File: src/rtl/piece_position_controller.sv
// rtl/piece_position_controller.sv - falling-piece position, colour and landing control for the VGA controller
//
// Debounces the left/right/down buttons, collects the accepted presses
// during a frame, and commits every position change in one cycle after the
// vsync falling edge. This keeps the VGA controller from drawing a half-moved piece.
//
// Ports:
//   Clock         pixel clock shared with the VGA controller
//   Reset         synchronous, active-high
//   iBtnLeft      raw asynchronous button, active-high
//   iBtnRight     raw asynchronous button, active-high
//   iBtnDown      raw asynchronous button, active-high
//   iVsync        vsync from the VGA controller, low during sync
//   oXRedCounter  X offset of the piece (10 bits)
//   oYRedCounter  Y offset of the piece (10 bits)
//   oColorCuadro  RGB colour of the piece (3 bits)
//   oLanded       one-cycle pulse, aligned with the position reset after a landing
//   oPieceCount   landed pieces, wraps 255->0
module piece_position_controller #(
  parameter int DEBOUNCE_CYCLES = 250000,
  parameter int GRAVITY_FRAMES  = 30,
  parameter int STEP            = 32,
  parameter int X_START         = 128,
  parameter int X_MAX           = 288,
  parameter int Y_MAX           = 64
) (
  input  logic       Clock,
  input  logic       Reset,
  input  logic       iBtnLeft,
  input  logic       iBtnRight,
  input  logic       iBtnDown,
  input  logic       iVsync,
  output logic [9:0] oXRedCounter,
  output logic [9:0] oYRedCounter,
  output logic [2:0] oColorCuadro,
  output logic       oLanded,
  output logic [7:0] oPieceCount
);

  localparam logic [19:0] DB_LAST   = 20'(DEBOUNCE_CYCLES - 1);
  localparam logic [7:0]  GRAV_LAST = 8'(GRAVITY_FRAMES - 1);
  localparam logic [9:0]  STEP_W    = 10'(STEP);
  localparam logic [9:0]  XSTART_W  = 10'(X_START);
  localparam logic [9:0]  XMAX_W    = 10'(X_MAX);
  localparam logic [9:0]  YMAX_W    = 10'(Y_MAX);

  // Button index: 0 = left, 1 = right, 2 = down.
  localparam int BL = 0;
  localparam int BR = 1;
  localparam int BD = 2;

  typedef enum logic [1:0] {RUN, APPLY, LAND} state_t;

  logic [2:0]  btn_raw;
  logic [2:0]  sync1;
  logic [2:0]  sync2;
  logic [2:0]  stable;
  logic [2:0]  press;
  logic [19:0] db_cnt [3];
  logic [2:0]  pend;
  logic        vs_prev;
  logic        frame_tick;

  state_t      state_q, state_d;
  logic [7:0]  frame_q, frame_d;
  logic [9:0]  x_d, y_d;
  logic [2:0]  color_d;
  logic [7:0]  count_d;
  logic        landed_d;
  logic        grav;
  logic        move_left;
  logic        move_right;

  assign btn_raw    = {iBtnDown, iBtnRight, iBtnLeft};
  assign frame_tick = vs_prev & ~iVsync;

  // Synchronizers and stable values reset to 1. A button that is low after reset
  // then settles to 0 without a press, so reset never creates a spurious press.
  always_ff @(posedge Clock) begin
    if (Reset) begin
      sync1  <= '1;
      sync2  <= '1;
      stable <= '1;
      press  <= '0;
      for (int i = 0; i < 3; i++) db_cnt[i] <= '0;
    end else begin
      sync1 <= btn_raw;
      sync2 <= sync1;
      for (int i = 0; i < 3; i++) begin
        press[i] <= 1'b0;
        if (sync2[i] == stable[i]) begin
          db_cnt[i] <= '0;
        end else if (db_cnt[i] == DB_LAST) begin
          stable[i] <= sync2[i];
          db_cnt[i] <= '0;
          press[i]  <= sync2[i];
        end else begin
          db_cnt[i] <= db_cnt[i] + 20'd1;
        end
      end
    end
  end

  // A press that lands in the same cycle as APPLY survives the clear, so it is
  // applied on the next frame.
  always_ff @(posedge Clock) begin
    if (Reset) begin
      pend    <= '0;
      vs_prev <= 1'b1;
    end else begin
      pend    <= press | ((state_q == APPLY) ? 3'b000 : pend);
      vs_prev <= iVsync;
    end
  end

  always_ff @(posedge Clock) begin
    if (Reset) begin
      state_q      <= RUN;
      frame_q      <= '0;
      oXRedCounter <= XSTART_W;
      oYRedCounter <= '0;
      oColorCuadro <= 3'b100;
      oLanded      <= 1'b0;
      oPieceCount  <= '0;
    end else begin
      state_q      <= state_d;
      frame_q      <= frame_d;
      oXRedCounter <= x_d;
      oYRedCounter <= y_d;
      oColorCuadro <= color_d;
      oLanded      <= landed_d;
      oPieceCount  <= count_d;
    end
  end

  always_comb begin
    state_d    = state_q;
    frame_d    = frame_q;
    x_d        = oXRedCounter;
    y_d        = oYRedCounter;
    color_d    = oColorCuadro;
    count_d    = oPieceCount;
    landed_d   = 1'b0;
    grav       = 1'b0;
    move_left  = pend[BL] & ~pend[BR];
    move_right = pend[BR] & ~pend[BL];

    case (state_q)
      RUN: begin
        if (frame_tick) state_d = APPLY;
      end

      APPLY: begin
        grav    = (frame_q == GRAV_LAST);
        frame_d = grav ? 8'd0 : frame_q + 8'd1;

        // Bounds are tested before the arithmetic so X never wraps.
        if (move_left && (oXRedCounter >= STEP_W))
          x_d = oXRedCounter - STEP_W;
        else if (move_right && (oXRedCounter < XMAX_W))
          x_d = oXRedCounter + STEP_W;

        state_d = RUN;
        if (pend[BD] || grav) begin
          if (oYRedCounter < YMAX_W)
            y_d = oYRedCounter + STEP_W;
          else
            state_d = LAND;
        end
      end

      LAND: begin
        landed_d = 1'b1;
        x_d      = XSTART_W;
        y_d      = '0;
        count_d  = oPieceCount + 8'd1;
        state_d  = RUN;
        case (oColorCuadro)
          3'b100:  color_d = 3'b010;
          3'b010:  color_d = 3'b001;
          3'b001:  color_d = 3'b110;
          3'b110:  color_d = 3'b011;
          3'b011:  color_d = 3'b101;
          default: color_d = 3'b100;
        endcase
      end

      default: state_d = RUN;
    endcase
  end

endmodule

File: config.mk
export PLATFORM = sky130hd
export DESIGN_NAME = piece_position_controller
export DESIGN_NICKNAME = d
export VERILOG_FILES = /design/src/rtl/piece_position_controller.sv
export SDC_FILE = /design/constraint.sdc
export NUM_CORES = 1
export LEC_CHECK = 0
export BUFFER_PORTS_ARGS = -buffer_cell sky130_fd_sc_hd__buf_4
export CORE_AREA = 2 2 107 109
export DETAILED_ROUTE_END_ITERATION = 7
export DIE_AREA = 0 0 109 111
export HOLD_SLACK_MARGIN = 0.06
export PLACE_DENSITY = 0.67
export SETUP_SLACK_MARGIN = 0.5
export SLEW_MARGIN = 10
export SYNTH_ARGS = -nofsm -noshare
export SYNTH_HDL_FRONTEND = slang
export SYNTH_SLANG_ARGS = --single-unit
File: constraint.sdc
create_clock -name Clock -period 6.1 [get_ports Clock]
set_input_delay 1.525 -clock Clock [delete_from_list [all_inputs] [get_ports Clock]]
set_output_delay 1.525 -clock Clock [all_outputs]
set_load 0.02 [all_outputs]
==> results.txt <==
----------------------------------------------------
[Status]
  Result of the run ... completed

[Timing]
  RSZ-0062 raised after global routing ... false
  Final Hold Violating Endpoints ... 0
  Number of slew-limit violations in the final report ... 0
  Transition time at the pin with the least slew margin ... 0.881 ns
  Upper clock frequency limit ... 362 MHz
  Setup violations, final ... 0
  Worst-case headroom to the max-slew limit ... 41.2%
  Maximum clock skew at final layout ... 0.0104 ns
  Share of the clock period used by the worst path after layout ... 45.2%
  Aggregate negative setup slack ... 0 ns
  Final min period ... 2.76 ns

[Global route]
  Number of antenna violations at the first check in global routing ... 0
  Total congestion overflow ... 0
  First-pass GRT wire length ... 16.3 mm
  Total GRT Usage ... 16.6%
  Pin count of the biggest net entering global routing ... 46
  Via count of the first global-routing pass ... 3,661

[Hold path]
  Worst min-delay path category ... flip-flop to flip-flop

[Pwr]
  Static power due to leakage ... 2.26 nW
  Cell Int Power ... 0.00115 W
  Worst voltage drop across the vdd grid ... 0.136 mV
  Portion of total power attributed to the clock network ... 39.3%
  Sequential Power Share ... 55.4%
  Pwr Density ... 239 nW/um^2
  Reported net switching power ... 0.000326 W
  Relative contribution of combinational cells to total power ... 5.3%
  Switching Fraction ... 22.1%

[Route]
  Vias after detailed routing ... 3,832
  1st-pass router iterations ... 4
  Total wire length ... 9.28 mm
  DRC violations left ... 0
  Via/cell ratio ... 4.99
  Initial drt markers ... 181
  Average wire per cell in the routed design ... 12.1 um
  DRT antenna net count ... 0

[Flow run]
  Max_cap viols ... 0

[Clock network]
  Buffer depth of the longest clock path ... 2
  Clock Pin Slew Worst Setup and Hold Paths ... 0.07 ns
  Worst-skew pair later-pin latency ... 0.34 ns
  Total of cells resized after clock tree synthesis ... 0
  Post-CTS setup buffer count ... 0
  Post-CTS Hold Fix Bufs ... 0
  Clock root cell ... sky130_fd_sc_hd__clkbuf_16
  H-tree Lvls ... 3
  Number of clock sinks ... 108
  TritonCTS buffer count ... 9
  CTS tree ... yes

[Logic synthesis]
  Post-synth cell types ... 49
  Sequential area share after synthesis ... 51.4%
  Number of warnings reported in the yosys synthesis log ... 0
  Proportion of register bits with asynchronous set or reset after synthesis ... 0%
  Leading cell types by count after synthesis ... 96 x sky130_fd_sc_hd__nor2_1, 60 x sky130_fd_sc_hd__edfxtp_1, 48 x sky130_fd_sc_hd__dfxtp_1
  Synthesized area ... 5380 um^2
  Main synth FF type ... sky130_fd_sc_hd__edfxtp_1
  Biggest area contributors in the synthesized netlist ... sky130_fd_sc_hd__edfxtp_1 34%, sky130_fd_sc_hd__dfxtp_1 18%, sky130_fd_sc_hd__xor2_1 7.2%, sky130_fd_sc_hd__nor2_1 6.7%, sky130_fd_sc_hd__xnor2_1 4.2%
  Mapped Cells ... 539
  Avg Synthesized Cell Area ... 9.97 um^2
  Most area-hungry cell type in the Yosys netlist ... sky130_fd_sc_hd__edfxtp_1
  Count of flip-flops with a built-in enable after synthesis ... 60
  Number of synthesized register bits ... 108
  Top cell type's share of synthesized area ... 33.5%
  Cell with the most instances after synthesis ... sky130_fd_sc_hd__nor2_1

[Layout]
  Fraction of layout instances using a drive strength above 1 ... 9.28%
  Number of fill cells in the layout ... 1,000
  Area growth syn-to-layout ... 14.9%
  Final #Nets ... 639
  Antenna fix cells ... 0
  Multi-input combinational cell area ... 2680 um^2
  Final design area excluding fillers ... 6170 um^2
  Register area ... 2760 um^2

[Worst setup path]
  Critical path capture point type ... flip-flop
  Slowest stage cell, crit path ... sky130_fd_sc_hd__nand2b_1
  Arrival @ worst endpoint ... 2.82 ns
  Cell seen most often among critical-path stages ... sky130_fd_sc_hd__nand2b_1
  Register-to-register path setup slack ... 3.78 ns
  CP Data Required Time ... 6.16 ns
  Critical path start-end classification ... primary input to flip-flop
  Critical Path Start Type ... primary input
  Maximum fanout encountered on the critical timing path ... 45
  Cell-by-cell listing of the critical path ... buf_4 -> nand2b_1 -> nand2b_1 -> nor2_1
  Max stage delay on crit path ... 0.58 ns

[Floorplanning]
  Die outline width ... 109 um
  Floorplan core area ... 11,100 um^2
  Top-level I/O count ... 38
  Initial Util ... 48.5%
  Area of the die ... 12,100 um^2
  Height of the chip ... 111 um
  Site row count ... 39

[Place]
  Port bufs ... 27
  Placed wire-length estimate after detailed placement ... 6.50 mm
  Routability congestion estimate ... 0.773
  Cell area after placement ... 5870 um^2

----------------------------------------------------
==> layout make-up <==
type | count | area share [%]
clock buffers | 14 | 4.62
repair buffers | 27 | 3.28
inverters | 14 | 0.851
multi-input cells | 460 | 43.3
well taps | 143 | 2.90
flip-flops and latches | 108 | 44.8
clock inverters | 2 | 0.263
==> per-layer routing <==
layer	up-vias	share of wire, %	GRT usage, %
met4	0	1.2	5.21
li1	1973	-	-
met3	7	3.1	4.06
met5	-	0	0
met1	1804	47	21.7
met2	48	48	26.8
==> final timing paths <==
kind                              startpoint             to  depth (start not counted)
worst max register to register  db_cnt[2][0]  db_cnt[2][12]                          6
worst max-delay path                   Reset  db_cnt[2][12]                          4
worst min register to register      sync1[2]       sync2[2]                          1
worst min-delay path                sync1[2]       sync2[2]                          1
==> critical path: cells and delay by family <==
family | cells | cell delay [ns]
simple gates | 3 | 0.91
buf+inv | 1 | 0.36
==> cell families after synthesis <==
kind of cell    count (synthesis)  share of synthesized area [%]
buf+inv                        39                           3.58
fa+ha+maj                      13                           3.03
flops                         108                           51.4
simple gates                  264                           24.9
other cells                     2                          0.140
mux                             4                          0.745
xor+xnor                       70                           11.4
compound gates                 39                           4.84
==> power groups by stage <==
stage	sequential (W)	combinational, W	clock, W
2_1_floorplan	0.000828	0.0000644	0
5_1_grt	0.000820	0.0000896	0.000624
3_3_place_gp	0.000831	0.0000742	0
3_5_place_dp	0.000833	0.0000763	0
4_1_cts	0.000816	0.0000770	0.000596
6_report	0.000816	0.0000776	0.000579
==> placed cells by master (no fill, tap or decap), drive strengths merged, types with 15 or more instances in the layout <==
master / instances
a21oi: 16
buf: 27
conb: 70
dfxtp: 48
edfxtp: 60
nand2: 39
nand3: 19
nand4: 27
nor2: 96
nor3: 15
xnor2: 26
xor2: 44
==> state kept, by name, summed over array words and instances, names as in the netlist, 5 cells and up <==
signal / cells
oPieceCount: 8
frame_q: 8
oXRedCounter: 5
db_cnt: 60
oYRedCounter: 5
==> through the flow <==
| step | power (W) | util (%) | setup WS (ns) | hold slack [ns] | std cells |
|---|---|---|---|---|---|
| global placement | 0.000905 | 53.0 | 3.05 | 0.393 | 752 |
| detailed placement | 0.000909 | 53.0 | 2.97 | 0.398 | 752 |
| global route | 0.00153 | 55.7 | 3.22 | 0.424 | 768 |
| floorplan | 0.000893 | - | 3.44 | 0.389 | 607 |
| CTS | 0.00149 | 55.7 | 3.34 | 0.415 | 768 |
| finish | 0.00147 | 55.7 | 3.34 | 0.417 | 768 |
Note: power is estimated with default switching activity, not from simulation.
